File: src/rtl/imem_boot_ctrl.sv
// -----------------------------------------------------------------------------
// imem_boot_ctrl
//
// Owns a 256 x 8 single-port instruction memory (write-enabled, combinational
// read) and sequences it between program loading and CPU instruction fetch.
//
//   LOAD   : loader bytes are written to consecutive addresses (CPU stalled)
//   FILL   : the unused tail of the memory is zero-filled up to address 255
//   VECTOR : MEM[0] is read and captured as the boot PC
//   RUN    : CPU fetch address passes straight through; RELOAD restarts LOAD
//
// Ports
//   CLK, RST              clock; asynchronous active-low reset
//   LD_VALID/DATA/LAST    loader byte stream; LD_READY = byte accepted
//   RELOAD                request a new program load (honoured only in RUN)
//   PC / INSTR            CPU fetch address / instruction (combinational)
//   CPU_STALL             CPU must hold its PC and pipeline
//   BOOT_PC / BOOT_VALID  start address and its one-cycle load strobe
//   LOAD_CNT              bytes accepted by the current/last load (0..256)
//   OVF                   sticky: 256 bytes accepted without LD_LAST
//   MEM_A/WD/WE, MEM_RD   instruction memory port
// -----------------------------------------------------------------------------
module imem_boot_ctrl (
  input  logic       CLK,
  input  logic       RST,
  input  logic       LD_VALID,
  input  logic [7:0] LD_DATA,
  input  logic       LD_LAST,
  output logic       LD_READY,
  input  logic       RELOAD,
  input  logic [7:0] PC,
  output logic [7:0] INSTR,
  output logic       CPU_STALL,
  output logic [7:0] BOOT_PC,
  output logic       BOOT_VALID,
  output logic [8:0] LOAD_CNT,
  output logic       OVF,
  output logic [7:0] MEM_A,
  output logic [7:0] MEM_WD,
  output logic       MEM_WE,
  input  logic [7:0] MEM_RD
);

  typedef enum logic [1:0] {
    S_LOAD   = 2'd0,
    S_FILL   = 2'd1,
    S_VECTOR = 2'd2,
    S_RUN    = 2'd3
  } state_e;

  state_e     state_q,      state_d;
  logic [7:0] wr_ptr_q,     wr_ptr_d;
  logic [8:0] load_cnt_q,   load_cnt_d;
  logic       ovf_q,        ovf_d;
  logic [7:0] boot_pc_q,    boot_pc_d;
  logic       boot_valid_q, boot_valid_d;

  logic       accept;

  // ---------------------------------------------------------------------------
  // Memory port and CPU-facing outputs. While RST is low the state register is
  // already forced to LOAD with wr_ptr=0, so only the handshake and the write
  // strobe need explicit gating to stay quiet during reset.
  // ---------------------------------------------------------------------------
  always_comb begin
    // NOTE: every signal assigned in a combinational block gets a default
    // first, so no path can leave it unassigned and infer a latch.
    LD_READY  = 1'b0;
    CPU_STALL = 1'b1;
    INSTR     = 8'h00;
    MEM_A     = 8'h00;
    MEM_WD    = 8'h00;
    MEM_WE    = 1'b0;
    unique case (state_q)
      S_LOAD: begin
        LD_READY = RST;
        MEM_A    = wr_ptr_q;
        MEM_WD   = LD_DATA;
        MEM_WE   = RST & LD_VALID;
      end
      S_FILL: begin
        MEM_A  = wr_ptr_q;
        MEM_WE = RST;
      end
      S_VECTOR: begin
        MEM_A = 8'h00;
      end
      S_RUN: begin
        MEM_A     = PC;
        INSTR     = MEM_RD;
        CPU_STALL = 1'b0;
      end
      default: ;
    endcase
  end

  assign accept = LD_VALID & LD_READY;

  // ---------------------------------------------------------------------------
  // Next-state logic
  // ---------------------------------------------------------------------------
  always_comb begin
    state_d      = state_q;
    wr_ptr_d     = wr_ptr_q;
    load_cnt_d   = load_cnt_q;
    ovf_d        = ovf_q;
    boot_pc_d    = boot_pc_q;
    boot_valid_d = 1'b0;
    unique case (state_q)
      S_LOAD: begin
        if (accept) begin
          wr_ptr_d   = wr_ptr_q + 8'd1;
          load_cnt_d = load_cnt_q + 9'd1;
          // The last address has been written: the memory is full whether or
          // not the loader flagged the end, so no fill is needed.
          if (wr_ptr_q == 8'hFF) begin
            state_d = S_VECTOR;
            if (!LD_LAST) ovf_d = 1'b1;
          end else if (LD_LAST) begin
            state_d = S_FILL;
          end
        end
      end
      S_FILL: begin
        wr_ptr_d = wr_ptr_q + 8'd1;
        if (wr_ptr_q == 8'hFF) state_d = S_VECTOR;
      end
      S_VECTOR: begin
        boot_pc_d    = MEM_RD;
        boot_valid_d = 1'b1;
        state_d      = S_RUN;
      end
      S_RUN: begin
        // BOOT_VALID may be high in this same cycle; the reload still wins.
        if (RELOAD) begin
          state_d    = S_LOAD;
          wr_ptr_d   = 8'h00;
          load_cnt_d = 9'd0;
          ovf_d      = 1'b0;
        end
      end
      default: state_d = S_LOAD;
    endcase
  end

  // ---------------------------------------------------------------------------
  // State registers. The memory array lives outside this block and is not
  // reset; every load rewrites all 256 locations instead.
  // ---------------------------------------------------------------------------
  always_ff @(posedge CLK or negedge RST) begin
    if (!RST) begin
      state_q      <= S_LOAD;
      wr_ptr_q     <= 8'h00;
      load_cnt_q   <= 9'd0;
      ovf_q        <= 1'b0;
      boot_pc_q    <= 8'h00;
      boot_valid_q <= 1'b0;
    end else begin
      // NOTE: non-blocking assignments so every register samples the values
      // from before this edge, independent of statement order.
      state_q      <= state_d;
      wr_ptr_q     <= wr_ptr_d;
      load_cnt_q   <= load_cnt_d;
      ovf_q        <= ovf_d;
      boot_pc_q    <= boot_pc_d;
      boot_valid_q <= boot_valid_d;
    end
  end

  assign LOAD_CNT   = load_cnt_q;
  assign OVF        = ovf_q;
  assign BOOT_PC    = boot_pc_q;
  assign BOOT_VALID = boot_valid_q;

endmodule

File: config.mk
export PLATFORM = sky130hd
export DESIGN_NAME = imem_boot_ctrl
export DESIGN_NICKNAME = d
export VERILOG_FILES = /design/src/rtl/imem_boot_ctrl.sv
export SDC_FILE = /design/constraint.sdc
export NUM_CORES = 1
export LEC_CHECK = 0
export CAP_MARGIN = 10
export CELL_PAD_IN_SITES_DETAIL_PLACEMENT = 1
export CELL_PAD_IN_SITES_GLOBAL_PLACEMENT = 2
export CORE_ASPECT_RATIO = 2
export CORE_MARGIN = 4
export CORE_UTILIZATION = 26
export CTS_CLUSTER_SIZE = 12
export DETAILED_ROUTE_END_ITERATION = 8
export PLACE_DENSITY = 0.91
export SKIP_CTS_REPAIR_TIMING = 1
export SYNTH_ARGS = -nofsm -noshare
export SYNTH_HDL_FRONTEND = slang
export SYNTH_SLANG_ARGS = --single-unit
File: constraint.sdc
create_clock -name CLK -period 3.2 [get_ports CLK]
set_input_delay 0.64 -clock CLK [delete_from_list [all_inputs] [get_ports CLK]]
set_output_delay 0.64 -clock CLK [all_outputs]
set_load 0.1 [all_outputs]
==> flow_summary.yaml <==
status:
  status: "finished, final reports clean"
floorplanning:
  initial_utilization_pct: 26.6
  die_y_um: 124
  die_x_um: 65.9
  die-area_um2: 8170
  row_count: 42
  coreArea_um2: 6570
  ios: 75
grt:
  overflow: 0
  grt_pass1_wl_um: 9450
  busiest_layer: "met2"
  antenna_found_initial: 0
  first_global_vias: 1945
  grt_use_met3_pct: 3.61
  use_met1_pct: 15.0
  grt_max_degree: 28
  met2_usage_pct: 29.2
  grt.total_usage_pct: 15.3
clock_network:
  cts_sinks: 29
  htree_num_levels: 2
  cts_root_buf: "clkbuf_16"
  cts_tree: "done"
  clock_path_buffers: 2
  clkTransAtPathRegs_ps: 50
  clk_latency_ps: 270
  cts_made_buffers: 5
setup_path:
  crit_fanout: 11
  cp_common_cell: "inv_1"
  cp.arrival_ps: 2120
  crit_path_start: "state_q[0]"
  cp_cell_sequence: "inv_1 > ha_1 > inv_1 > nand2_1 > o21ai_0 > buf_12"
  path_buf_inv: 3
  slowest_delay_ps: 380
  crit_family: "buffers and inverters"
  worstPathRequired_ps: 2560
  end_kind: "primary output"
  rr_startpoint: "state_q[0]"
  start_kind: "flop"
  crit_path_top_delay_cell: "dfrtp_1"
  path_class: "reg2out"
hold_path:
  hp-start: "BOOT_PC[7]"
  hold_class: "reg2reg"
drt:
  wl_per_cell_um: 16.3
  vias: 1743
  routed_wl_um: 5840
  vias_per_cell: 4.86
  drc: 0
  drt.antenna.violating_nets: 0
  firstDrtPassIters: 4
  first_iter_violations: 34
layout:
  fin_nets: 306
  final_area_um2: 2850
  utilization_pct: 43.4
  area_growth_pct: 63.4
  drive_gt1_share_pct: 26.2
  antenna_cells: 0
  n_fill_cell: 732
synthesis:
  synth.most_common_cell: "dfrtp_1"
  synth_common_cells: "dfrtp_1 (29), nand2_1 (27), and2_1 (17), o21ai_0 (17), nor2_1 (11)"
  synth_area_um2: 1750
  ys_seq_area_share_pct: 41.6
  synthArstFlopShare_pct: 100
  yosysTopAreaCell: "dfrtp_1"
  ys.flop_type: "dfrtp_1"
  ys_ff_latch: 29
  syn-instance-count: 194
  syn_avg_cell_area_um2: 9.00
  ys_top_cells_by_area: "dfrtp_1 (42%), and2_1 (6.1%), nand2_1 (5.8%), mux2_2 (5.2%), ha_1 (5.0%)"
  synth.top_cell.area_share_pct: 41.6
  yosysWarnings: 0
  synth_fp_nets: 230
  synth_edf_count: 0
  yosysUniqueCellTypes: 39
timing:
  slew_viol_final: 0
  fin_crit_sh_pct: 86.3
  fin_skew_ps: 3.63
  max_freq_mhz: 362
  rsz0062_at_grt: "no"
  hold_viol: 0
  setup_violations: 0
  whs_ps: 503
  tightest_slew_ps: 573
  period_needed_ps: 2760
  fin_ws_ps: 439
  relSlewSlack_pct: 61.8
power:
  power_uw: 909
  power.switching_uw: 180
  p_leak_nw: 1.29
  powerDensity_nw_per_um2: 319
  sequentialPowerShare_pct: 40.4
  ir_drop_v: 0.000287
  combPwrFrac_pct: 6.0
  intPower_uw: 729
  clkPwrFrac_pct: 53.6
  p_sw_share_pct: 19.8
placement:
  gp_congestion: 0.828
  place_area_um2: 2690
  port_buffers: 74
  hpwl_um: 4650
  place_ws_ps: 502
flow_run:
  drv_cap: 0
-- state kept, by name, summed over array words and instances (netlist names) --
register / flops
OVF: 1
wr_ptr_q: 8
state_q: 2
LOAD_CNT: 9
BOOT_PC: 8
BOOT_VALID: 1
-- power groups by stage --
stage	clock network (mW)	registers, mW	logic (mW)
after CTS	0.499	0.367	0.0556
final	0.488	0.367	0.0544
after global placement	0	0.373	0.0546
after global routing	0.518	0.367	0.0590
after detailed placement	0	0.373	0.0553
after floorplan	0	0.374	0.00597
-- per-layer routing --
layer	up-vias	share of wire (%)
met1	833	35
met3	12	5.9
met2	68	56
met5	-	0
li1	830	-
met4	0	2.5
-- kinds of logic (layout without fill, tap and decap cells) --
logic type | Yosys count | count (layout) | share of synthesized area (%)
and+or+nand+nor | 92 | 92 | 27.7
AOI/OAI and AO/OA | 38 | 38 | 14.0
DFF | 29 | 29 | 41.6
buffers and inverters | 14 | 91 | 3.51
muxes | 9 | 9 | 5.73
adders and majority gates | 7 | 7 | 5.02
xor gates and xnor gates | 5 | 5 | 2.51
-- placed cells by master, fill, tap and decap left out, types with 3 or more instances in the layout --
cell type and instances:
buf_4 32, dfrtp_1 29, clkdlybuf4s50_1 28, nand2_1 27, buf_12 18, and2_1 17, o21ai_0 15, nor2_1 11
a21oi_1 8, mux2_2 8, nand3_1 7, or3_1 7, ha_1 7, nand4_1 6, inv_1 5, clkbuf_16 5
nor2b_1 3, xor2_1 3
-- final timing paths --
path,end,slack (ps),depth (start not counted)
worst max-delay path,MEM_A[6],440,6
worst min-delay path,BOOT_PC[7],500,1
worst max register to register,wr_ptr_q[7],780,6
worst min register to register,BOOT_PC[7],500,1
max in group asynchronous,BOOT_PC[0],1860,2
min in group asynchronous,BOOT_PC[5],650,1
-- final cells by class --
type	instances	area, µm²	area share, %
Clock buffer	7	153	5.35
Sequential cell	29	726	25.4
Timing Repair Buffer	78	881	30.9
Tap cell	88	110	3.86
Clock inverter	1	5.00	0.176
Multi-Input combinational cell	151	958	33.6
Inverter	5	18.8	0.658
-- per-stage QoR --
stage | TNS [ps] | instances
6_report | 0 | 359
5_1_grt | 0 | 359
4_1_cts | 0 | 359
3_5_place_dp | 0 | 351
3_3_place_gp | 0 | 351
2_1_floorplan | -3800 | 194
Note: power is estimated with default switching activity, not from simulation.
